--- config.mk ---
export PLATFORM = sky130hd
export DESIGN_NAME = multi_channel_firewall_fsm
export DESIGN_NICKNAME = d
export VERILOG_FILES = /design/src/rtl/multi_channel_firewall_fsm.sv
export SDC_FILE = /design/constraint.sdc
export NUM_CORES = 1
export LEC_CHECK = 0
export ABC_AREA = 1
export BUFFER_PORTS_ARGS = -buffer_cell sky130_fd_sc_hd__clkbuf_2
export CAP_MARGIN = 20
export CORE_MARGIN = 10
export CORE_UTILIZATION = 30
export CTS_CLUSTER_SIZE = 16
export DETAILED_ROUTE_END_ITERATION = 10
export MAX_ROUTING_LAYER = met4
export PLACE_DENSITY = 0.57
export SKIP_CTS_REPAIR_TIMING = 1
export SYNTH_ARGS = -nofsm -noshare
export SYNTH_HDL_FRONTEND = slang
export SYNTH_SLANG_ARGS = --single-unit
export TNS_END_PERCENT = 20
--- constraint.sdc ---
create_clock -name clk -period 9.55 [get_ports clk]
set_input_delay 1.4325 -clock clk [delete_from_list [all_inputs] [get_ports clk]]
set_output_delay 1.4325 -clock clk [all_outputs]
set_load 0.01 [all_outputs]
--- src/rtl/multi_channel_firewall_fsm.sv ---
`timescale 1ns/1ps
`default_nettype none
// ============================================================================
// Module      : multi_channel_firewall_fsm
// Description : One independent firewall FSM per channel:
//               NORMAL -> ALERT -> ISOLATE -> RECOVER. Isolation length
//               doubles with each strike, up to a saturation level. The
//               module also reports how many channels are currently blocked.
// Revision    : 1.0 - initial release
// ============================================================================
module multi_channel_firewall_fsm #(
    parameter int NUM_CH         = 4,
    parameter int ALERT_THRESH   = 3,
    parameter int ISOLATE_CYCLES = 20,
    parameter int RECOVER_CYCLES = 8,
    parameter int MAX_STRIKE     = 2,
    parameter int GLOBAL_THRESH  = 2
) (
    input  logic                  clk,
    input  logic                  rst,
    input  logic [NUM_CH-1:0]     rule_violation,
    input  logic [NUM_CH-1:0]     pattern_violation,
    input  logic [NUM_CH-1:0]     clear_req,
    output logic [NUM_CH-1:0]     ch_alert,
    output logic [NUM_CH-1:0]     ch_block,
    output logic [2*NUM_CH-1:0]   ch_state,
    output logic [NUM_CH-1:0]     isolate_event,
    output logic [4:0]            block_count,
    output logic                  global_block
);

    // Timer and duration must hold the longest escalated isolation.
    localparam int         TW           = $clog2((ISOLATE_CYCLES << MAX_STRIKE) + 1);
    localparam logic [7:0] C_ALERT_LAST = 8'(ALERT_THRESH - 1);
    localparam logic [7:0] C_RECOVER    = 8'(RECOVER_CYCLES);
    localparam logic [1:0] C_MAX_STRIKE = 2'(MAX_STRIKE);

    typedef enum logic [1:0] {
        ST_NORMAL  = 2'b00,
        ST_ALERT   = 2'b01,
        ST_ISOLATE = 2'b10,
        ST_RECOVER = 2'b11
    } state_t;

    for (genvar n = 0; n < NUM_CH; n++) begin : g_ch
        state_t          state_q,     state_d;
        logic [7:0]      alert_cnt_q, alert_cnt_d;
        logic [TW-1:0]   timer_q,     timer_d;
        logic [TW-1:0]   dur_q,       dur_d;
        logic [7:0]      rec_cnt_q,   rec_cnt_d;
        logic [1:0]      strike_q,    strike_d;
        logic            v;
        logic            enter_iso;

        assign v = rule_violation[n] | pattern_violation[n];

        // Per-channel state register with asynchronous clear.
        always_ff @(posedge clk or posedge rst) begin
            if (rst) begin
                state_q     <= ST_NORMAL;
                alert_cnt_q <= '0;
                timer_q     <= '0;
                dur_q       <= '0;
                rec_cnt_q   <= '0;
                strike_q    <= '0;
            end else begin
                state_q     <= state_d;
                alert_cnt_q <= alert_cnt_d;
                timer_q     <= timer_d;
                dur_q       <= dur_d;
                rec_cnt_q   <= rec_cnt_d;
                strike_q    <= strike_d;
            end
        end

        // Next-state logic; manual clear overrides every transition.
        always_comb begin
            state_d     = state_q;
            alert_cnt_d = alert_cnt_q;
            timer_d     = timer_q;
            dur_d       = dur_q;
            rec_cnt_d   = rec_cnt_q;
            strike_d    = strike_q;
            enter_iso   = 1'b0;

            if (clear_req[n]) begin
                state_d     = ST_NORMAL;
                alert_cnt_d = '0;
                timer_d     = '0;
                dur_d       = '0;
                rec_cnt_d   = '0;
                strike_d    = '0;
            end else begin
                case (state_q)
                    ST_NORMAL: begin
                        if (v) begin
                            state_d     = ST_ALERT;
                            alert_cnt_d = 8'd1;
                        end else begin
                            alert_cnt_d = '0;
                        end
                    end
                    ST_ALERT: begin
                        if (v) begin
                            if (alert_cnt_q == C_ALERT_LAST) begin
                                enter_iso = 1'b1;
                            end else if (alert_cnt_q != 8'hFF) begin
                                alert_cnt_d = alert_cnt_q + 8'd1;
                            end
                        end else begin
                            state_d     = ST_NORMAL;
                            alert_cnt_d = '0;
                        end
                    end
                    ST_ISOLATE: begin
                        // Violations are ignored until the full duration elapses.
                        if (timer_q + TW'(1) == dur_q) begin
                            state_d   = ST_RECOVER;
                            rec_cnt_d = '0;
                        end else begin
                            timer_d = timer_q + TW'(1);
                        end
                    end
                    ST_RECOVER: begin
                        if (v) begin
                            enter_iso = 1'b1;
                            rec_cnt_d = '0;
                        end else if (rec_cnt_q + 8'd1 == C_RECOVER) begin
                            state_d   = ST_NORMAL;
                            rec_cnt_d = '0;
                        end else begin
                            rec_cnt_d = rec_cnt_q + 8'd1;
                        end
                    end
                    default: begin
                        state_d = ST_NORMAL;
                    end
                endcase

                // Duration uses the strike level before it is bumped.
                if (enter_iso) begin
                    state_d     = ST_ISOLATE;
                    alert_cnt_d = '0;
                    timer_d     = '0;
                    dur_d       = TW'(ISOLATE_CYCLES) << strike_q;
                    strike_d    = (strike_q < C_MAX_STRIKE) ? strike_q + 2'd1 : strike_q;
                end
            end
        end

        assign ch_state[2*n +: 2] = state_q;
        assign ch_alert[n]        = (state_q == ST_ALERT);
        assign ch_block[n]        = (state_q == ST_ISOLATE);
        assign isolate_event[n]   = (state_q == ST_ISOLATE) && (timer_q == '0);
    end

    // Population count of isolated channels and the global block flag.
    always_comb begin
        block_count = '0;
        for (int i = 0; i < NUM_CH; i++) begin
            block_count = block_count + {4'd0, ch_block[i]};
        end
        global_block = (block_count >= 5'(GLOBAL_THRESH));
    end

endmodule
`default_nettype wire
==> metrics.txt <==
CTS buffer count 17; first-pass GRT wire length roughly 34000 um; post-placement cell area between 9000 and 10000 um2; switching share of power 0.253; Lkg Pwr between 0.004 and 0.005 uW; FMAX ~250 MHz; Max-Cap Viols 0; Worst-Skew Late Latency about 0.43 ns; Design Power between 1000 and 1500 uW; Yosys reg bits roughly 130; Worst setup EP type primary output; commonest non-fill, non-tap cell in the layout nand2_1; layout cells sized above 1 0.125; Min-Delay Path Class reg2reg; P per Cell Area approximately 150 nW/um2; IO Count 40; Die W roughly 190 um; Final min period between 3 and 4 ns; Ys Warns 0; Via Count roughly 7300; Ant. Diodes 0; setup violators final 0; Final Instance Area a little under 10000 um2; clk slew on worst S/H paths about 0.06 ns; Worst Clk Skew 0.0109 ns; Hold Worst Slack about 0.49 ns; RePlAce Congestion between 0.8 and 0.9; die area between 30000 and 40000 um2; gr usage total 0.116; worst-path fanout max 7; commonest cells after routing, fill and taps aside nand2_1, inv_1, dfrtp_1, nand3_1, nor2_1; antenna violations before repair 0; global route overflow 0; Die Span Y 188 um; Combinational Power Share 0.084; DR iter-0 viols just over 400; Slew Viols, Final 0; Yosys cell types 47; synthesized area per cell between 7 and 8 um2; row cnt 61; VDD IR max 107 uV; DP HPWL between 10000 and 15000 um; Psw ~360 uW; DRC Markers 0; port bufs 37; Initial Util 0.303; WP data arrival 2.53 ns; endpoints failing hold 0; CP Launch Type flop; Clock Power Share 0.517; routed wire length per instance between 10 and 15 um; length of the first detailed-routing pass in iterations 4; vias in the first global route approximately 7100; CTS Sinks 128; fin cells about 1600; Internal ~1100 uW; unrepaired setup endpoints after global routing no; Max Root-Sink Buffers 2; placed cell count ~1600; CP Data Required Time about 8 ns; drt via density 4.62; WS Path Type reg2out; Nets roughly 1300; CTS tree done; Max-slew headroom 0.492; status complete, no violations; post-synthesis sequential area ratio 0.380; Seq pwr share 0.399; DRT Wirelength around 19000 um; CORE AREA 27800 um2; largest net degree at the start of global routing 71; Cells after Synth roughly 1200; worst slew pin tran 0.762 ns; # H-tree levels 4; final setup TNS 0 ns; Final Cycle Share 0.415; Root Buffer clkbuf_16; post-route ant nets 0; Area Overhead vs Synth 15.1%; Post-Syn Area between 8000 and 9000 um2
-- routing by layer --
layer / track usage / part of all wire / wire, um / vias to the layer above
met5: - / 0 / 0 / -
met4: 0.0311 / 0.0087 / 167 / 0
li1: - / - / - / 3844
met3: 0.0284 / 0.038 / 732 / 11
met1: 0.147 / 0.49 / 9430 / 3406
met2: 0.181 / 0.46 / 8880 / 84
-- cell usage after synthesis, drive strengths merged --
library cell,count,area share
nand2,372,0.18
inv,157,0.071
nand3,133,0.083
dfrtp,128,0.38
nor2,98,0.053
o21ai,79,0.050
ha,38,0.056
nor3,32,0.023
nand4,22,0.017
a21oi,12,0.0076
nand3b,11,0.0098
xor2,11,0.011
xnor2,10,0.010
nor4,9,0.0067
buf,8,0.0061
o211ai,4,0.0036
o21bai,4,0.0036
o41ai,4,0.0042
clkbuf,3,0.0015
o22ai,3,0.0022
o31ai,3,0.0027
a211oi,2,0.0018
clkinv,2,0.00089
o2111ai,2,0.0021
or2,2,0.0015
xnor3,2,0.0053
conb,1,0.00045
fa,1,0.0024
-- kinds of logic after synthesis --
kind of cell             count (synthesis)  share of synthesized area
AO/OA/AOI/OAI                          113                     0.0777
XOR/XNOR                                23                     0.0272
adder cells (fa/ha/maj)                 39                     0.0588
buffers and inverters                  170                     0.0790
flip-flops                             128                      0.380
other                                    1                   0.000445
AND/OR/NAND/NOR                        679                      0.377
-- final timing paths --
| path | depth (start not counted) | startpoint | slack [ns] | end |
|---|---|---|---|---|
| max | 9 | g_ch[3].state_q[1] | 5.59 | block_count[1] |
| min | 2 | g_ch[0].rec_cnt_q[7] | 0.49 | g_ch[0].rec_cnt_q[7] |
| max reg2reg | 12 | g_ch[0].timer_q[0] | 7.59 | g_ch[0].rec_cnt_q[7] |
| min reg2reg | 2 | g_ch[0].rec_cnt_q[7] | 0.49 | g_ch[0].rec_cnt_q[7] |
| max in group asynchronous | 3 | rst | 7.23 | g_ch[2].state_q[1] |
| min in group asynchronous | 2 | rst | 1.10 | g_ch[0].alert_cnt_q[5] |
-- per-stage QoR --
| step | utilization | worst slack [ns] |
|---|---|---|
| 2_1_floorplan | - | 4.70 |
| 3_3_place_gp | 0.325 | 6.09 |
| 6_report | 0.349 | 5.59 |
| 4_1_cts | 0.349 | 5.55 |
| 3_5_place_dp | 0.325 | 6.02 |
| 5_1_grt | 0.349 | 5.40 |
-- registers in the layout (all words and copies together) (netlist names) --
signal / cells
g_ch.timer_q: 28
g_ch.state_q: 8
g_ch.strike_q: 8
g_ch.alert_cnt_q: 32
g_ch.rec_cnt_q: 32
g_ch.dur_q: 20
-- critical path, cell delays in order (launching register included) --
cell and delay, ns:
dfrtp_1 0.49, inv_1 0.12, nor2_2 0.23, inv_2 0.11, fa_1 0.45, inv_1 0.11, ha_1 0.17, inv_1 0.05
ha_1 0.26, clkbuf_2 0.13
-- layout make-up --
cell class | count | area, um2
fill | 3015 | 18100
sequential | 128 | 3200
inverter | 159 | 607
timing repair buffer | 38 | 193
multi-input combinational | 856 | 4560
clock inverter | 13 | 209
clock buffer | 19 | 453
tap | 378 | 473
-- power by group through the flow --
stage                     clock (uW)  sequential, uW  combinational [uW]
after floorplan                    0             575                83.5
after global placement             0             576                 124
final                            735             567                 120
after detailed placement           0             577                 124
after CTS                        758             567                 124
after global routing             781             569                 139
No activity file was read; power rests on OpenSTA's default activity.
